File: src/rtl/sw_debounce_if.sv
// Switch conditioning bus: raw board levels in, debounced levels and edge strobes out.
interface sw_debounce_if #(
   parameter int n_sw = 9
);
   logic [n_sw-1:0] sw_raw;
   logic [n_sw-1:0] sw_clean;
   logic [n_sw-1:0] sw_rise;
   logic [n_sw-1:0] sw_fall;
   logic            sw_changed;

   modport master (
      output sw_raw,
      input  sw_clean,
      input  sw_rise,
      input  sw_fall,
      input  sw_changed
   );

   modport slave (
      input  sw_raw,
      output sw_clean,
      output sw_rise,
      output sw_fall,
      output sw_changed
   );
endinterface

File: src/rtl/sw_debounce.sv
// Per-bit synchronise and debounce of the board switches feeding the CPU switch path,
// with one-cycle rise/fall strobes and a combined change flag.
module sw_debounce #(
   parameter int n_sw            = 9,
   parameter int cnt_w           = 16,
   parameter int debounce_cycles = 50000
) (
   input logic          clk,
   input logic          n_reset,
   sw_debounce_if.slave bus
);
   localparam logic [cnt_w-1:0] cnt_tc = cnt_w'(debounce_cycles - 1);

   logic [n_sw-1:0]  sync1;
   logic [n_sw-1:0]  sync2;
   logic [cnt_w-1:0] cnt [n_sw];
   logic [n_sw-1:0]  clean_q;
   logic [n_sw-1:0]  rise_q;
   logic [n_sw-1:0]  fall_q;
   logic             changed_q;
   logic [n_sw-1:0]  upd;

   // A bit is accepted when it has disagreed with the clean level for debounce_cycles edges.
   always_comb begin
      upd = '0;
      for (int i = 0; i < n_sw; i++) begin
         upd[i] = (sync2[i] != clean_q[i]) && (cnt[i] == cnt_tc);
      end
   end

   always_ff @(posedge clk or negedge n_reset) begin
      if (!n_reset) begin
         sync1     <= '0;
         sync2     <= '0;
         clean_q   <= '0;
         rise_q    <= '0;
         fall_q    <= '0;
         changed_q <= 1'b0;
         for (int i = 0; i < n_sw; i++) begin
            cnt[i] <= '0;
         end
      end else begin
         sync1     <= bus.sw_raw;
         sync2     <= sync1;
         clean_q   <= clean_q ^ upd;
         rise_q    <= upd & sync2;
         fall_q    <= upd & ~sync2;
         changed_q <= |upd;
         // Terminal compare comes before the increment, so cnt never exceeds cnt_tc.
         for (int i = 0; i < n_sw; i++) begin
            if ((sync2[i] == clean_q[i]) || upd[i]) begin
               cnt[i] <= '0;
            end else begin
               cnt[i] <= cnt[i] + 1'b1;
            end
         end
      end
   end

   assign bus.sw_clean   = clean_q;
   assign bus.sw_rise    = rise_q;
   assign bus.sw_fall    = fall_q;
   assign bus.sw_changed = changed_q;
endmodule

File: src/flat_wrapper.sv
// flat-port wrapper written by rule: the top's interface ports become plain ports
module sw_debounce_flat 
#(
   parameter int n_sw            = 9,
   parameter int cnt_w           = 16,
   parameter int debounce_cycles = 50000
)
  (clk, n_reset, bus_sw_raw, bus_sw_clean, bus_sw_rise, bus_sw_fall, bus_sw_changed);
  sw_debounce_if #(.n_sw(n_sw)) bus_i ();
  input logic clk;
  input logic n_reset;
  input wire logic [$bits(bus_i.sw_raw)-1:0] bus_sw_raw;
  output wire logic [$bits(bus_i.sw_clean)-1:0] bus_sw_clean;
  output wire logic [$bits(bus_i.sw_rise)-1:0] bus_sw_rise;
  output wire logic [$bits(bus_i.sw_fall)-1:0] bus_sw_fall;
  output wire logic [$bits(bus_i.sw_changed)-1:0] bus_sw_changed;
  assign bus_i.sw_raw = bus_sw_raw;
  assign bus_sw_clean = bus_i.sw_clean;
  assign bus_sw_rise = bus_i.sw_rise;
  assign bus_sw_fall = bus_i.sw_fall;
  assign bus_sw_changed = bus_i.sw_changed;
  sw_debounce #(.n_sw(n_sw), .cnt_w(cnt_w), .debounce_cycles(debounce_cycles)) u_core (.clk(clk), .n_reset(n_reset), .bus(bus_i));
endmodule
File: config.mk
export PLATFORM = sky130hd
export DESIGN_NAME = sw_debounce_flat
export DESIGN_NICKNAME = d
export VERILOG_FILES = /design/src/rtl/sw_debounce_if.sv /design/src/rtl/sw_debounce.sv /design/src/flat_wrapper.sv
export SDC_FILE = /design/constraint.sdc
export NUM_CORES = 1
export LEC_CHECK = 0
export CAP_MARGIN = 30
export CORE_ASPECT_RATIO = 0.75
export CORE_MARGIN = 3
export CORE_UTILIZATION = 65
export CTS_CLUSTER_DIAMETER = 40
export DETAILED_ROUTE_END_ITERATION = 6
export GPL_TIMING_DRIVEN = 0
export PLACE_DENSITY = 0.89
export SETUP_SLACK_MARGIN = 0.05
export SLEW_MARGIN = 20
export SYNTH_ARGS = -nofsm -noshare
export SYNTH_HDL_FRONTEND = slang
export SYNTH_SLANG_ARGS = --single-unit
File: constraint.sdc
create_clock -name clk -period 5.07 [get_ports clk]
set_clock_uncertainty 0.05 [all_clocks]
set_input_delay 0.507 -clock clk [delete_from_list [all_inputs] [get_ports clk]]
set_output_delay 0.507 -clock clk [all_outputs]
set_load 0.02 [all_outputs]
==> results.json, run 1 <==
{
  "outcome": "finished clean",
  "crit_path_start_kind": "register",
  "drt.antenna.violating_nets": 0,
  "critPathKind": "reg2reg",
  "arrival_ps": 2420,
  "first_iter_violations": 431,
  "grt_max_degree": 77,
  "p_leak_uw": 0.004027,
  "postCtsSetupBuffers": 0,
  "cts_resized": 0,
  "drive_above_1_share_pct": 7.078,
  "fp-row-count": 35,
  "rsz0062_at_grt": "no",
  "cts_hold_buf": 1,
  "synth.avg_cell_area_um2": 10.67,
  "period_share_pct": 43.96,
  "clockPowerShare_pct": 44.3,
  "r2r_end": "u_core.bus.sw_changed",
  "portBuffers": 38,
  "max_stage_delay_ps": 460,
  "min-delay-start": "u_core.sync1[1]",
  "drc_errors": 0,
  "globalplace.congestion": 0.8964,
  "p_int_uw": 2316,
  "die-area_mm2": 0.01461,
  "tightest_slew_ps": 546.1,
  "cts_buffer_depth": 2,
  "die_h_um": 105.4,
  "clockRootBuffer": "clkbuf_16",
  "syn_to_final_growth_pct": 14.48,
  "die_w_um": 138.6,
  "ys_warn_count": 0,
  "ys.flop_type": "dfrtp_1",
  "cap_violations": 0,
  "synth.most_common_cell": "dfrtp_1",
  "synth_nets": 823,
  "yosysTopAreaCellShare_pct": 55.47,
  "grt_pass1_vias": 6253,
  "endpoint_kind": "register",
  "hold_viol": 0,
  "clock-sinks": 190,
  "r2r_cells": 6,
  "finalMaxSlewViolations": 0,
  "synth-seq-area-share_pct": 55.47,
  "syn_inst": 803,
  "clk_latency_ps": 430,
  "startpoint": "u_core.cnt[48]",
  "core_area_mm2": 0.01257,
  "power_density_mw_per_mm2": 304.4,
  "worst-endpoint-required_ps": 5260,
  "yosys_register_bits": 190,
  "routed_via_density": 6.051,
  "layout_min_cycle_time_ps": 2229,
  "synth.cell_area_mm2": 0.008571,
  "cp.depth": 6,
  "diodes": 0,
  "drt_first_pass_iters": 5,
  "placed_cells": 1009,
  "max_freq_mhz": 448.6,
  "p_seq_share_pct": 52.3,
  "cts_tree": "yes",
  "nets": 883,
  "crit_end": "u_core.bus.sw_changed",
  "p_sw_uw": 671.5,
  "fillers": 756,
  "postPlaceCellArea_mm2": 0.009219,
  "worstPathMaxFanout": 7,
  "hp-class": "reg2reg",
  "critPathBufInv": 1,
  "antenna_found_initial": 0,
  "totalWireLength_um": 17540,
  "vias": 6305,
  "post-dp-hpwl_um": 11730,
  "start_util_pct": 68.19,
  "yosysTopAreaCell": "dfrtp_1",
  "numCtsBuffers": 17,
  "critical-path-top-delay-family": "simple AND/OR/NAND/NOR gates",
  "relSlewSlack_pct": 63.31,
  "cpMaxStageDelayCell": "a222oi_1",
  "synth_edf_count": 0,
  "timing.rr.start": "u_core.cnt[48]",
  "clk_pin_slew_ps": 70,
  "r2r_slack_ps": 2840,
  "htreeDepth": 4,
  "top_level_ports": 39,
  "path_cells": "ha_1 > and3_1 > clkbuf_1 > and4_1 > a222oi_1 > nand4_1",
  "final_util_pct": 78.07,
  "track_usage_pct": 24.97,
  "grt_pass1_wl_um": 30020,
  "switching_share_pct": 22.48,
  "wire_per_inst_um": 16.84,
  "netlist_top_cells_count": "dfrtp_1 (190), nor2_1 (124), xnor2_1 (81), nand2_1 (39), nand3_1 (38)",
  "setup_viol": 0,
  "grt_overflow_total": 0,
  "synth_area_leaders": "dfrtp_1 (55%), xnor2_1 (8.3%), nor2_1 (5.4%)",
  "ir_drop_v": 0.0002376,
  "layoutNonFillerInstCount": 1042,
  "synthArstFlopShare_pct": 100.0,
  "pwr-share-comb_pct": 3.3,
  "final-seq-area_mm2": 0.004755,
  "fin_area_mm2": 0.009812,
  "ys_types": 38,
  "multi_input_area_mm2": 0.003682
}
[worst min-delay path by stage]
stage                                 end  cells past startpoint
2_1_floorplan  asynchronous set/reset pin                      0
3_3_place_gp              u_core.sync2[1]                      0
3_5_place_dp              u_core.sync2[6]                      0
4_1_cts                   u_core.sync2[1]                      0
5_1_grt                   u_core.sync2[2]                      0
6_report                  u_core.sync2[1]                      0
[state kept, by name, summed over array words and instances (netlist names), named ones only]
name / cells
u_core.bus.sw_changed: 1
u_core.sync2: 9
u_core.cnt: 144
u_core.sync1: 9
u_core.bus.sw_fall: 9
u_core.bus.sw_rise: 9
[area by class of cell]
type	count	area share (%)
multi-input cells	578	37.53
inverters	23	0.8799
repair buffers	41	4.591
plain buffers	12	0.4846
clock inverters	13	1.428
clock buffers	19	4.514
flip-flops and latches	190	48.46
well taps	166	2.117
[logic make-up (layout without fill, tap and decap cells)]
kind of cell / Yosys count / count (layout) / share of synthesized area, %
AO/OA/AOI/OAI: 52 / 52 / 3.358
XOR/XNOR: 112 / 112 / 11.45
adder cells (fa/ha/maj): 9 / 9 / 1.314
buffers and inverters: 35 / 108 / 1.562
flip-flops: 190 / 190 / 55.47
multiplexers: 9 / 9 / 1.183
AND/OR/NAND/NOR: 396 / 396 / 25.66
[per-stage QoR]
| stage | power [uW] | setup WS, ps | hold WS, ps | setup TNS [ps] |
|---|---|---|---|---|
| after CTS | 2999 | 2875 | 307.8 | 0 |
| after detailed placement | 1691 | 2906 | 291.6 | 0 |
| after global routing | 3080 | 2690 | 317.4 | 0 |
| after floorplan | 1629 | 3332 | 161.4 | 0 |
| final | 2987 | 2841 | 305.8 | 0 |
| after global placement | 1678 | -3756 | 281.8 | -711950 |
[metal layers]
layer	GRT usage, %	vias to the layer above	share of wire [%]	wire length (um)
li1	-	2949	-	-
met1	33.29	3156	44	7710
met2	41.89	153	50	8725
met3	4.717	47	4.3	755
met4	8.181	0	2.0	353
met5	0	-	0	0
[cells in the final DEF, fill, tap and decap left out, types with 18 or more instances in the layout]
master	instances
nor4_1	24
nand2_1	39
o21ai_0	20
or3_1	22
dfrtp_1	190
nand4_1	36
xnor2_1	81
and3_1	18
a21oi_1	24
nand3_1	38
xor2_1	31
inv_1	23
clkdlybuf4s50_1	37
nor2_1	124
nor3b_1	18
[power by group through the flow]
stage	logic (uW)	clock network [uW]	registers [uW]
after global placement	88.9	0	1590
after global routing	114	1400	1570
after detailed placement	101	0	1590
final	100	1320	1560
after floorplan	44.1	0	1580
after CTS	103	1330	1560
Power figures use the tool's default switching activity.
==> run 2: changes to the inputs <==
--- a/config.mk
+++ b/config.mk
@@ -8,11 +8,11 @@
 export CAP_MARGIN = 30
 export CORE_ASPECT_RATIO = 0.75
 export CORE_MARGIN = 3
-export CORE_UTILIZATION = 65
+export CORE_UTILIZATION = 60
 export CTS_CLUSTER_DIAMETER = 40
 export DETAILED_ROUTE_END_ITERATION = 6
 export GPL_TIMING_DRIVEN = 0
-export PLACE_DENSITY = 0.89
+export PLACE_DENSITY = 0.83
 export SETUP_SLACK_MARGIN = 0.05
 export SLEW_MARGIN = 20
 export SYNTH_ARGS = -nofsm -noshare
==> constraint.sdc (replaced) <==
create_clock -name clk -period 2.1 [get_ports clk]
set_clock_uncertainty 0.05 [all_clocks]
set_input_delay 0.21 -clock clk [delete_from_list [all_inputs] [get_ports clk]]
set_output_delay 0.21 -clock clk [all_outputs]
set_load 0.02 [all_outputs]
==> run 2 against run 1 <==
Global-route usage shrank 1.6 points; power grew 150%; fmax grew 13%; highest routed layer unchanged; largest cell class unchanged; hold slack lost 140 ps; critical path type unchanged; design area grew 1.5%; final cell count grew 1.2%.
==> results.json, run 2 (synthesis results as in run 1) <==
{
  "outcome": "finished clean",
  "tightest_slew_ps": 521.4,
  "nets": 888,
  "relSlewSlack_pct": 65.24,
  "setup_viol": 0,
  "r2r_slack_ps": 130,
  "startpoint": "u_core.cnt[33]",
  "max_freq_mhz": 506.9,
  "totalWireLength_um": 17390,
  "hp-class": "in2reg",
  "endpoint_kind": "register",
  "grt_pass1_vias": 6317,
  "numCtsBuffers": 17,
  "crit_path_start_kind": "register",
  "hold_viol": 0,
  "diodes": 0,
  "drive_above_1_share_pct": 9.898,
  "p_leak_uw": 0.004096,
  "fillers": 926,
  "fp-row-count": 37,
  "drt_first_pass_iters": 5,
  "die-area_mm2": 0.01577,
  "cap_violations": 0,
  "top_level_ports": 39,
  "grt_max_degree": 69,
  "layout_min_cycle_time_ps": 1973,
  "placed_cells": 1018,
  "wire_per_inst_um": 16.50,
  "drc_errors": 0,
  "portBuffers": 38,
  "top_register": "u_core.cnt",
  "globalplace.congestion": 0.8747,
  "hold_depth": 1,
  "htreeDepth": 4,
  "syn_to_final_growth_pct": 16.25,
  "final_cell_mix": "dfrtp_1 (190), nor2_1 (124), xnor2_1 (81)",
  "first_iter_violations": 400,
  "cts_tree": "yes",
  "post-dp-hpwl_um": 11980,
  "finalMaxSlewViolations": 0,
  "r2r_cells": 5,
  "final_common_cell": "dfrtp_1",
  "max_stage_delay_ps": 480,
  "setup-tns-final_ps": 0,
  "track_usage_pct": 23.38,
  "clk_latency_ps": 430,
  "vias": 6245,
  "critPathKind": "reg2reg",
  "clk_pin_slew_ps": 70,
  "clock-sinks": 190,
  "period_share_pct": 93.94,
  "ir_drop_v": 0.0008535,
  "grt_overflow_total": 0,
  "grt_pass1_wl_um": 29370,
  "arrival_ps": 2170,
  "antenna_found_initial": 0,
  "clockRootBuffer": "clkbuf_16",
  "die_h_um": 109.5,
  "r2r_end": "u_core.bus.sw_changed",
  "die_w_um": 144.0,
  "rsz0062_at_grt": "no",
  "layoutNonFillerInstCount": 1054,
  "routed_via_density": 5.925,
  "drt.antenna.violating_nets": 0,
  "largest_reg_flops": 144,
  "cpMaxStageDelayCell": "a222oi_1",
  "path_cells": "ha_2 > and3_2 > and4_1 > a222oi_1 > nand4_1",
  "power_density_mw_per_mm2": 737.2,
  "final-seq-area_mm2": 0.004755,
  "cts_buffer_depth": 2,
  "hold_end": "u_core.sync1[1]",
  "worst-endpoint-required_ps": 2300,
  "start_util_pct": 61.92,
  "multi_input_area_mm2": 0.003746,
  "core_area_mm2": 0.01384,
  "worstPathMaxFanout": 4,
  "timing.rr.start": "u_core.cnt[33]",
  "min-delay-start": "bus_sw_raw[1]"
}
## run 2: changes by cell type in the layout (fill, tap and decap cells not counted), sizes merged
| cell | delta |
|---|---|
| inv | -1 |
| buf | +6 |
| bufinv | +2 |
| clkbuf | -1 |
| clkinv | -2 |
| clkinvlp | -1 |
## run 2: worst max-delay path by stage
stage / to / slack, ps / cells after the start
2_1_floorplan: u_core.cnt[118] / 360 / 6
3_3_place_gp: u_core.sync1[5] / -6600 / 1
3_5_place_dp: u_core.cnt[123] / -20 / 6
4_1_cts: u_core.cnt[134] / 70 / 6
5_1_grt: u_core.cnt[58] / 20 / 5
6_report: u_core.bus.sw_changed / 130 / 5
## run 2: through the flow
stage / instance area [um^2] / total power (uW) / setup WS [ps] / utilization [%] / hold WS (ps)
3_3_place_gp: 9170 / 4053 / -6603 / 66.25 / 282.5
3_5_place_dp: 9230 / 4083 / -16.90 / 66.68 / 127.4
2_1_floorplan: 8571 / 3933 / 361.7 / - / -135.6
6_report: 9963 / 7344 / 127.3 / 71.98 / 163.8
5_1_grt: 9963 / 7615 / 19.02 / 71.98 / 148.2
4_1_cts: 9852 / 7412 / 65.86 / 71.17 / 150.4
## run 2: what timing repair did
action / in CTS / in global routing
hold endpoints to repair: 60 / 0
endpoints found under the setup margin: 42 / 81
cloned: 0 / 0
hold buffers: 1 / 0
resized for setup: 5 / 21
pin swaps: 2 / 8
buffers inserted: 0 / 6
## run 2: critical path, delay by kind of cell, from the launching register on
family	cells	cell delay [ps]
simple gates	3	650
fa+ha+maj	1	220
compound gates	1	480
flops	1	390
## run 2: area by class of cell
cell class | instances | share of cell area [%]
Tap cell | 175 | 2.198
Clock inverter | 11 | 1.670
Buffer | 11 | 0.5274
Clock buffer | 19 | 4.446
Inverter | 23 | 0.8665
Timing Repair Buffer | 47 | 4.973
Sequential cell | 190 | 47.72
Multi-Input combinational cell | 578 | 37.60
## run 2: where the power goes
group          internal [uW]  switching [uW]  total (uW)
logic                   88.4             158         246
registers               3720            54.7        3770
clock network           2010            1320        3320
## run 2: metal layers
| metal | global-route usage (%) | up-vias | wire [um] |
|---|---|---|---|
| met2 | 37.95 | 150 | 8667 |
| li1 | - | 2956 | - |
| met4 | 7.930 | 0 | 216 |
| met1 | 31.69 | 3119 | 7712 |
| met3 | 5.000 | 20 | 789 |
| met5 | 0 | - | 0 |
==> run 3: changes to the inputs <==
--- a/config.mk
+++ b/config.mk
@@ -14,7 +14,6 @@
 export GPL_TIMING_DRIVEN = 0
 export PLACE_DENSITY = 0.83
 export SETUP_SLACK_MARGIN = 0.05
-export SLEW_MARGIN = 20
 export SYNTH_ARGS = -nofsm -noshare
 export SYNTH_HDL_FRONTEND = slang
 export SYNTH_SLANG_ARGS = --single-unit
==> run 3 against run 2 <==
Setup slack worse by 29 ps; clock power down 3%; count of clock-buffer cells in the layout up 1; wire length down 1.5%; die area unchanged; largest cell class unchanged; largest power group unchanged; highest routed layer unchanged.
==> results.json, run 3 (synthesis results as in run 1) <==
{
  "relSlewSlack_pct": 60.22,
  "die_w_um": 144.0,
  "critPathKind": "reg2reg",
  "top_layer": "met4",
  "top_level_ports": 39,
  "clockRootBuffer": "clkbuf_16",
  "start_util_pct": 61.92,
  "routed_via_density": 5.953,
  "rsz0062_at_grt": "no",
  "worst-endpoint-required_ps": 2300,
  "setup-tns-final_ps": 0,
  "crit_path_start_kind": "register",
  "drc_errors": 0,
  "portBuffers": 38,
  "outcome": "finished clean",
  "dr_wl_met3_um": 774,
  "clk_latency_ps": 430,
  "hp-class": "in2reg",
  "wl_met2_um": 8474,
  "diodes": 0,
  "drive_above_1_share_pct": 10.44,
  "vias": 6286,
  "final_common_cell": "dfrtp_1",
  "grt_overflow_total": 0,
  "syn_to_final_growth_pct": 16.15,
  "globalplace.congestion": 0.8747,
  "cts_tree": "yes",
  "power_density_mw_per_mm2": 727.0,
  "numCtsBuffers": 17,
  "clock-sinks": 190,
  "largest_reg_flops": 144,
  "hold_viol": 0,
  "drt_first_pass_iters": 5,
  "period_share_pct": 95.31,
  "grt_pass1_vias": 6202,
  "die-area_mm2": 0.01577,
  "finalMaxSlewViolations": 0,
  "p_leak_uw": 0.004095,
  "layout_min_cycle_time_ps": 2001,
  "first_iter_violations": 335,
  "worstPathMaxFanout": 7,
  "fillers": 915,
  "post-dp-hpwl_um": 11710,
  "track_usage_pct": 22.80,
  "clk_pin_slew_ps": 70,
  "cts_buffer_depth": 2,
  "top_register": "u_core.cnt",
  "cap_violations": 0,
  "antenna_found_initial": 0,
  "core_area_mm2": 0.01384,
  "endpoint_kind": "register",
  "wire_per_inst_um": 16.21,
  "ir_drop_v": 0.0008778,
  "grt_max_degree": 123,
  "final_util_pct": 71.92,
  "nets": 888,
  "final_cell_mix": "dfrtp_1 (190), nor2_1 (124), xnor2_1 (81)",
  "drt.antenna.violating_nets": 0,
  "wl_met1_um": 7657,
  "setup_viol": 0,
  "arrival_ps": 2200,
  "fp-row-count": 37,
  "max_freq_mhz": 499.6,
  "die_h_um": 109.5,
  "grt_pass1_wl_um": 28870,
  "tightest_slew_ps": 596.8,
  "htreeDepth": 4,
  "totalWireLength_um": 17120
}
## run 3: path summary, 6_finish.rpt
| path | to | cells past startpoint | startpoint | slack [ps] |
|---|---|---|---|---|
| min in group asynchronous | u_core.cnt[11] | 2 | n_reset | 280 |
| setup / recovery | u_core.bus.sw_changed | 5 | u_core.cnt[48] | 100 |
| max in group asynchronous | u_core.cnt[50] | 3 | n_reset | 780 |
| hold / removal | u_core.sync1[1] | 1 | bus_sw_raw[1] | 170 |
| hold reg to reg | u_core.sync2[5] | 0 | u_core.sync1[5] | 300 |
| setup reg to reg | u_core.bus.sw_changed | 5 | u_core.cnt[48] | 100 |
## run 3: what timing repair did
item / in CTS / in global routing
setup endpoints to repair: 55 / 75
resized for setup: 6 / 20
endpoints found under the hold margin: 68 / 0
hold buffers: 1 / 0
pin swaps: 2 / 8
setup buffers: 0 / 7
## run 3: per-layer routing
metal	GRT usage, %	vias up
li1	-	2959
met1	31.43	3139
met2	36.75	167
met3	4.261	21
met4	7.997	0
met5	0	-
## run 3: where the power goes
group / total (uW) / switching, uW / internal [uW]
sequential: 3770 / 55.3 / 3720
clock: 3220 / 1370 / 1860
combinational: 239 / 155 / 83.5
## run 3: per-stage QoR
step | hold slack, ps | power [uW] | area [um^2] | setup slack [ps] | instances
4_1_cts | 158.9 | 7298 | 9817 | 64.74 | 1049
5_1_grt | 158.9 | 7487 | 9955 | 36.34 | 1056
2_1_floorplan | -135.6 | 3933 | 8571 | 361.7 | 803
3_3_place_gp | 282.5 | 4053 | 9170 | -6603 | 1016
3_5_place_dp | 153.3 | 4079 | 9203 | -40.44 | 1017
6_report | 166.3 | 7237 | 9955 | 98.53 | 1056
## run 3: final cells by class
class                           instances  area, um^2  area share, %
Multi-Input combinational cell        578        3766          37.83
Timing Repair Buffer                   47       475.5          4.776
Clock inverter                         12       133.9          1.345
Buffer                                 11       52.55         0.5279
Inverter                               23       86.33         0.8673
Tap cell                              175       219.0          2.200
Clock buffer                           20       466.7          4.688
Sequential cell                       190        4755          47.76
## run 3: worst max-delay path: stages, from the launching register on
cell	delay, ps
dfrtp_1	410
ha_1	240
and3_2	280
and4_1	180
a222oi_1	460
nand4_1	220
